==> config.mk <==
export PLATFORM = sky130hd
export DESIGN_NAME = keypad_scanner
export DESIGN_NICKNAME = d
export VERILOG_FILES = /design/src/rtl/keypad_scanner.sv
export SDC_FILE = /design/constraint.sdc
export NUM_CORES = 1
export LEC_CHECK = 0
export CORE_MARGIN = 2
export CORE_UTILIZATION = 40
export DETAILED_ROUTE_END_ITERATION = 10
export PLACE_DENSITY = 0.65
export SYNTH_ARGS = -nofsm -noshare
export SYNTH_HDL_FRONTEND = slang
export SYNTH_SLANG_ARGS = --single-unit
==> constraint.sdc <==
create_clock -name clk -period 2.2 [get_ports clk]
set_clock_uncertainty 0.1 [all_clocks]
set_input_delay 0.44 -clock clk [delete_from_list [all_inputs] [get_ports clk]]
set_output_delay 0.44 -clock clk [all_outputs]
set_load 0.03 [all_outputs]
==> src/rtl/keypad_scanner.sv <==
// 4x4 hex keypad scanner: one active-low column per ce1ms tick, debounced press/release,
// accepted keys shifted as nibbles into dat (newest digit in [3:0]).
module keypad_scanner #(
  parameter int DIGITS      = 4,
  parameter int DEBOUNCE_MS = 20
) (
  input  logic                  clk,
  input  logic                  rst,
  input  logic                  ce1ms,
  input  logic                  clr,
  input  logic [3:0]            rows,
  output logic [3:0]            cols,
  output logic                  key_valid,
  output logic [3:0]            key_code,
  output logic [4*DIGITS-1:0]   dat
);

  localparam logic [1:0] SCAN     = 2'd0;
  localparam logic [1:0] DEBOUNCE = 2'd1;
  localparam logic [1:0] RELEASE  = 2'd2;
  localparam logic [7:0] DB_LIM   = 8'(DEBOUNCE_MS);

  logic [1:0]          state;
  logic [1:0]          col;
  logic [3:0]          rows_m;
  logic [3:0]          rs;
  logic [3:0]          pat;
  logic [7:0]          cnt;
  logic [7:0]          cnt_nxt;
  logic                one_low;
  logic [1:0]          low_row;
  logic [4*DIGITS-1:0] dat_shift;

  assign cnt_nxt = cnt + 8'd1;
  assign cols    = ~(4'b0001 << col);

  // A ghost or multi-key pattern has more than one low row and is never accepted.
  always_comb begin
    one_low = 1'b1;
    low_row = 2'd0;
    case (pat)
      4'b1110: low_row = 2'd0;
      4'b1101: low_row = 2'd1;
      4'b1011: low_row = 2'd2;
      4'b0111: low_row = 2'd3;
      default: one_low = 1'b0;
    endcase
  end

  always_comb begin
    dat_shift      = dat << 4;
    dat_shift[3:0] = {low_row, col};
  end

  always_ff @(posedge clk) begin
    if (rst) begin
      state     <= SCAN;
      col       <= 2'd0;
      rows_m    <= 4'hF;
      rs        <= 4'hF;
      pat       <= 4'hF;
      cnt       <= 8'd0;
      key_valid <= 1'b0;
      key_code  <= 4'd0;
      dat       <= '0;
    end else begin
      rows_m    <= rows;
      rs        <= rows_m;
      key_valid <= 1'b0;
      if (clr) dat <= '0;
      if (ce1ms) begin
        case (state)
          SCAN: begin
            if (rs == 4'hF) begin
              col <= col + 2'd1;
            end else begin
              pat   <= rs;
              cnt   <= 8'd0;
              state <= DEBOUNCE;
            end
          end
          DEBOUNCE: begin
            if (rs != pat) begin
              state <= SCAN;
            end else if (cnt_nxt == DB_LIM) begin
              cnt   <= 8'd0;
              state <= RELEASE;
              if (one_low) begin
                key_valid <= 1'b1;
                key_code  <= {low_row, col};
                if (!clr) dat <= dat_shift;
              end
            end else begin
              cnt <= cnt_nxt;
            end
          end
          RELEASE: begin
            // Column stays on the held key, so only a full release restarts scanning.
            if (rs != 4'hF) begin
              cnt <= 8'd0;
            end else if (cnt_nxt == DB_LIM) begin
              cnt   <= 8'd0;
              state <= SCAN;
              col   <= col + 2'd1;
            end else begin
              cnt <= cnt_nxt;
            end
          end
          default: state <= SCAN;
        endcase
      end
    end
  end

endmodule

## After elaboration in Yosys (flattened, before gate mapping)

Cells that the tools add are included.
W data, S select, Z words.

- Register bits after elaboration: 45
- Bits of input ports: 8
- Output and inout bits: 25

- $add $sub $neg: 2
- Eq/ne operators: 16
- Shift-type cells: 1
- Mux-type cells: 25
- Bitwise gates (word level): 6
- Reductions and logical operators: 10

Operators with widths:

| kind | count |
|---|---|
| $mux W16 | 7 |
| $mux W8 | 4 |
| $pmux W8 S3 | 1 |
| $eq A4 B4 Y1 const B | 4 |
| $mux W2 | 8 |
| $reduce_and A5 Y1 | 3 |
| $pmux W2 S3 | 2 |
| $ne A2 B2 Y1 const B | 5 |
| $add A8 B1 Y8 const B | 1 |
| $eq A8 B5 Y1 const B | 1 |
| $not A1 Y1 | 5 |
| $reduce_or A5 Y1 | 1 |
| $eq A4 B3 Y1 const B | 1 |
| $ne A4 B4 Y1 | 1 |
| $ne A4 B4 Y1 const B | 1 |
| $not A4 Y4 | 1 |
| $pmux W2 S2 | 1 |
| $reduce_and A4 Y1 | 1 |
| $reduce_or A4 Y1 | 1 |
| $shl A1 B2 Y4 const A | 1 |
| $ne A3 B3 Y1 const B | 1 |
| $reduce_and A3 Y1 | 1 |
| $reduce_bool A3 Y1 | 1 |
| $add A2 B1 Y2 const B | 1 |
| other kinds (5) | 6 |

## Logic depth before layout (Yosys ltp)

- Depth after elaboration: 8
- Depth in mapped cells: 6

## Least setup slack after synthesis

No wires, ideal clock.

- Kind: register to register
- Start: register pat[1]
- End: register dat[7]
- Arrival: 2112 ps
- Data required time: 2028 ps
- Setup slack: -84 ps
- Stages on the path, launching flop included: 7
- Path through: dfxtp_1 -> buf_6 -> xor2_1 -> or4_4 -> a2111oi_4 -> buf_8 -> mux2i_1

- Cells in the longest elaborated chain, start to end: 8

Ends and longest elaborated chain:

| item | RTL line | text |
|---|---|---|
| start, declared | 27 | `logic [3:0] pat;` |
| start signal, assigned | 77 | `pat <= rs;` |
| $eq A4 B3 Y1 / $eq A4 B4 Y1 (equally long branches) | 41 | `case (pat)` |
| $reduce_or A4 Y1 (no source line) | -- |  |
| $mux W1 | 41 |  |
| $mux W16 | 88 | `if (one_low) begin` |
| $mux W16 | 85 | `end else if (cnt_nxt == DB_LIM) begin` |
| $mux W16 * | 83 | `if (rs != pat) begin` |
| $mux W16 * | 72 | `case (state)` |
| $mux W16 * | 71 | `if (ce1ms) begin` |
| end signal, assigned | 91 | `if (!clr) dat <= dat_shift;` |
| end, declared | 15 | `output logic [4*DIGITS-1:0] dat` |

Mark *: on every way between the ends. The rest lies on a longest branch, timed or not.
A chain may end at the register's enable or synchronous reset.

## Worst setup path after layout

- Start: register pat[3]
- End: register key_code[3]

- Cells in the longest elaborated chain, start to end: 4

Ends and longest elaborated chain:

| item | RTL line | text |
|---|---|---|
| $eq A4 B3 Y1 / $eq A4 B4 Y1 (equally long branches) | 41 |  |
| $reduce_or A4 Y1 (no source line) | -- |  |
| $mux W1 | 41 |  |
| $reduce_and A5 Y1 (no source line) | -- |  |
| end signal, assigned | 90 | `key_code <= {low_row, col};` |
| end, declared | 14 | `output logic [3:0] key_code,` |

Parallel ways exist; a longest one is shown, timed or not.

==> impl_metrics.env <==
export IMPL_drc=0
export IMPL_core_area_um2=5140
export IMPL_tightest_slew_ps=453
export IMPL_crit_arrival_ps=2150
export IMPL_dp_hpwl_mm=3.16
export IMPL_hold_class="flip-flop to flip-flop"
export IMPL_grt_remaining_overflow=0
export IMPL_grt_max_degree=21
export IMPL_cts_sinks=45
export IMPL_avgSynthCellArea_um2=9.46
export IMPL_end_kind="flip-flop"
export IMPL_yosys_most_used_dff="dfxtp_1"
export IMPL_p_leak_nw=0.947
export IMPL_totalWireLength_mm=4.27
export IMPL_wl_per_cell_um=12.7
export IMPL_netSwitchingFraction_pct=25.6
export IMPL_vias_per_cell=5.19
export IMPL_clockBufferDepth=2
export IMPL_cp_top_family="simple AND/OR/NAND/NOR gates"
export IMPL_start_kind="flip-flop"
export IMPL_port_buffer_count=32
export IMPL_via_count=1750
export IMPL_first_pass_iters=4
export IMPL_outcome="complete, no violations"
export IMPL_power_share_combinational_pct=13.1
export IMPL_post_cts_setup_buffer_count=0
export IMPL_synth_edf_count=0
export IMPL_slowest_delay_ps=580
export IMPL_nFillCells=523
export IMPL_finalSetupViolCount=0
export IMPL_die_h_um=77.1
export IMPL_slew_viol_final=0
export IMPL_initial_core_util_pct=41.6
export IMPL_power_mw=1.51
export IMPL_synth_top_area_cell="dfxtp_1"
export IMPL_p_sw_uw=385
export IMPL_finalCriticalPeriod_ps=2050
export IMPL_ys_seq_elements=45
export IMPL_final_hold_viol_count=0
export IMPL_synth_top_area_share_pct=42.2
export IMPL_rsz0062_at_grt="false"
export IMPL_criticalPathCategory="flip-flop to flip-flop"
export IMPL_rows=26
export IMPL_area_delta_synth_final_pct=25.7
export IMPL_syn_num_nets=243
export IMPL_yosysWarnings=0
export IMPL_ant_nets=0
export IMPL_max_cap_viol_count=0
export IMPL_die_w_um=77.1
export IMPL_max_freq_mhz=489
export IMPL_hold_buffers=0
export IMPL_drive_above_1_share_pct=12.0
export IMPL_async_flop_share_pct=0
export IMPL_place_congestion=0.841
export IMPL_powerDensity_nw_per_um2=561
export IMPL_grt_pass1_vias=1615
export IMPL_intPower_mw=1.12
export IMPL_synthCells=226
export IMPL_critPathSlowestCell="or4_4"
export IMPL_cts_clk_slew_worst_paths_ps=80
export IMPL_relSlewSlack_pct=69.5
export IMPL_cp_cell_sequence="xor2_1, or4_4, or3_1, o32ai_1"
export IMPL_cts_max_level=2
export IMPL_diodes=0
export IMPL_clk_latency_ps=290
export IMPL_cp_max_fo=5
export IMPL_cts_buffers_inserted=5
export IMPL_die_area_um2=5940
export IMPL_syn_area_um2=2140
export IMPL_grt_first_pass_wirelength_mm=7.16
export IMPL_required_ps=2300
export IMPL_ir_drop_mv=0.293
export IMPL_io_pins=33
export IMPL_track_usage_pct=14.9
export IMPL_setup_tns_ps=0
export IMPL_cts_tree="done"
export IMPL_clkPwrFrac_pct=31.0
export IMPL_drtIter0Drc=50
export IMPL_crit_buf_inv=0
export IMPL_synth_cell_types=38
export IMPL_ys_top_cells_by_area="dfxtp_1, mux2i_1, nand2_1, ha_1, inv_1"
export IMPL_antenna_found_initial=0
export IMPL_finalCritPeriodShare_pct=93.0
export IMPL_p_seq_share_pct=55.9
export IMPL_ys_seq_area_share_pct=42.2
export IMPL_clockRootBuffer="clkbuf_8"
export IMPL_fin_nets=285
==> final cells by class <==
class	count	area, um^2	share of cell area, %
Sequential cell	45	901	33.5
Clock buffer	5	68.8	2.56
Clock inverter	1	5.00	0.186
Multi-Input combinational cell	153	1120	41.8
Inverter	17	63.8	2.38
Tap cell	70	87.6	3.26
Timing Repair Buffer	46	437	16.3
==> repair_timing <==
action	in CTS	in global routing
hold endpoints to repair	0	0
gates resized for setup	3	1
endpoints found under the setup margin	3	1
==> Yosys cell counts, types with 2 or more instances <==
cell,number
nand4bb_1,2
clkbuf_1,8
or4_1,2
inv_1,17
nor2_1,5
or3_1,6
a211o_1,2
a311oi_1,6
mux2i_1,25
o32ai_1,7
o22ai_1,2
o21ai_0,2
nand2_1,37
nand4_1,6
nor3b_1,2
ha_1,9
dfxtp_1,45
o211ai_1,2
and3_1,2
or2_2,8
nand3_1,7
xor2_1,7
nor4_1,2
==> per-layer routing <==
layer	global-route usage [%]	up-vias	share of wire, %
met1	18.3	803	45
met2	25.2	48	48
met5	0	-	0
li1	-	890	-
met4	5.54	0	1.6
met3	3.65	9	6.0
==> worst register-to-register path, stage by stage, from the launching register on <==
cell and delay (ps):
dfxtp_1 450, xor2_1 140, or4_4 580, or3_1 400, o32ai_1 270
==> cells in the final DEF, fill, tap and decap left out, drive strengths merged, types with 2 or more instances in the layout <==
cell / synthesis / final
dfxtp: 45 / 45
nand2: 37 / 37
clkdlybuf4s50: 0 / 28
mux2i: 25 / 25
inv: 17 / 17
buf: 3 / 14
ha: 9 / 9
or2: 8 / 8
nand3: 7 / 7
o32ai: 7 / 7
xor2: 7 / 7
nand4: 6 / 6
a311oi: 6 / 6
or3: 6 / 6
nor2: 5 / 5
clkbuf: 8 / 5
dlygate4sd2: 0 / 3
or4: 3 / 3
o21ai: 2 / 2
nor4: 2 / 2
and3: 2 / 2
a211o: 2 / 2
nand4bb: 2 / 2
o211ai: 2 / 2
o22ai: 2 / 2
nor3b: 2 / 2
==> power by group through the flow <==
stage               logic (mW)  clock network (mW)  registers (mW)
detailed placement       0.204                   0           0.862
global placement         0.202                   0           0.862
global route             0.218               0.518           0.846
finish                   0.197               0.467           0.843
floorplan                0.137                   0           0.858
CTS                      0.199               0.486           0.843
==> through the flow <==
stage          instance area [um^2]  setup slack [ps]  hold slack (ps)  util [%]  instances
2_1_floorplan                  2160              5.69              289         -        226
3_3_place_gp                   2610              40.5              292      50.9        331
3_5_place_dp                   2610              29.0              293      50.9        331
4_1_cts                        2680              70.0              312      52.2        337
5_1_grt                        2690              35.5              321      52.3        337
6_report                       2690               155              310      52.3        337
==> sequential cells by signal (all words and copies together), names as in the netlist <==
name and count:
dat 16, cnt 8, key_code 4, pat 4, rows_m 4, rs 4, col 2, state 2
key_valid 1
==> kinds of logic (layout without fill, tap and decap cells) <==
| kind of cell | count (synthesis) | in the layout | share of synthesized area, % |
|---|---|---|---|
| simple gates | 84 | 84 | 20.4 |
| compound gates | 28 | 28 | 11.8 |
| fa+ha+maj | 9 | 9 | 5.27 |
| flops | 45 | 45 | 42.2 |
| xor+xnor | 7 | 7 | 2.87 |
| buf+inv | 28 | 69 | 5.85 |
| mux | 25 | 25 | 11.7 |
==> path summary, 6_finish.rpt <==
| kind | from | endpoint | slack (ps) | depth (start not counted) |
|---|---|---|---|---|
| hold / removal | rows_m[0] | rs[0] | 310 | 1 |
| setup reg to reg | pat[3] | key_code[3] | 150 | 4 |
| hold reg to reg | rows_m[0] | rs[0] | 310 | 1 |
| setup / recovery | pat[3] | key_code[3] | 150 | 4 |
Note: power is estimated with default switching activity, not from simulation.
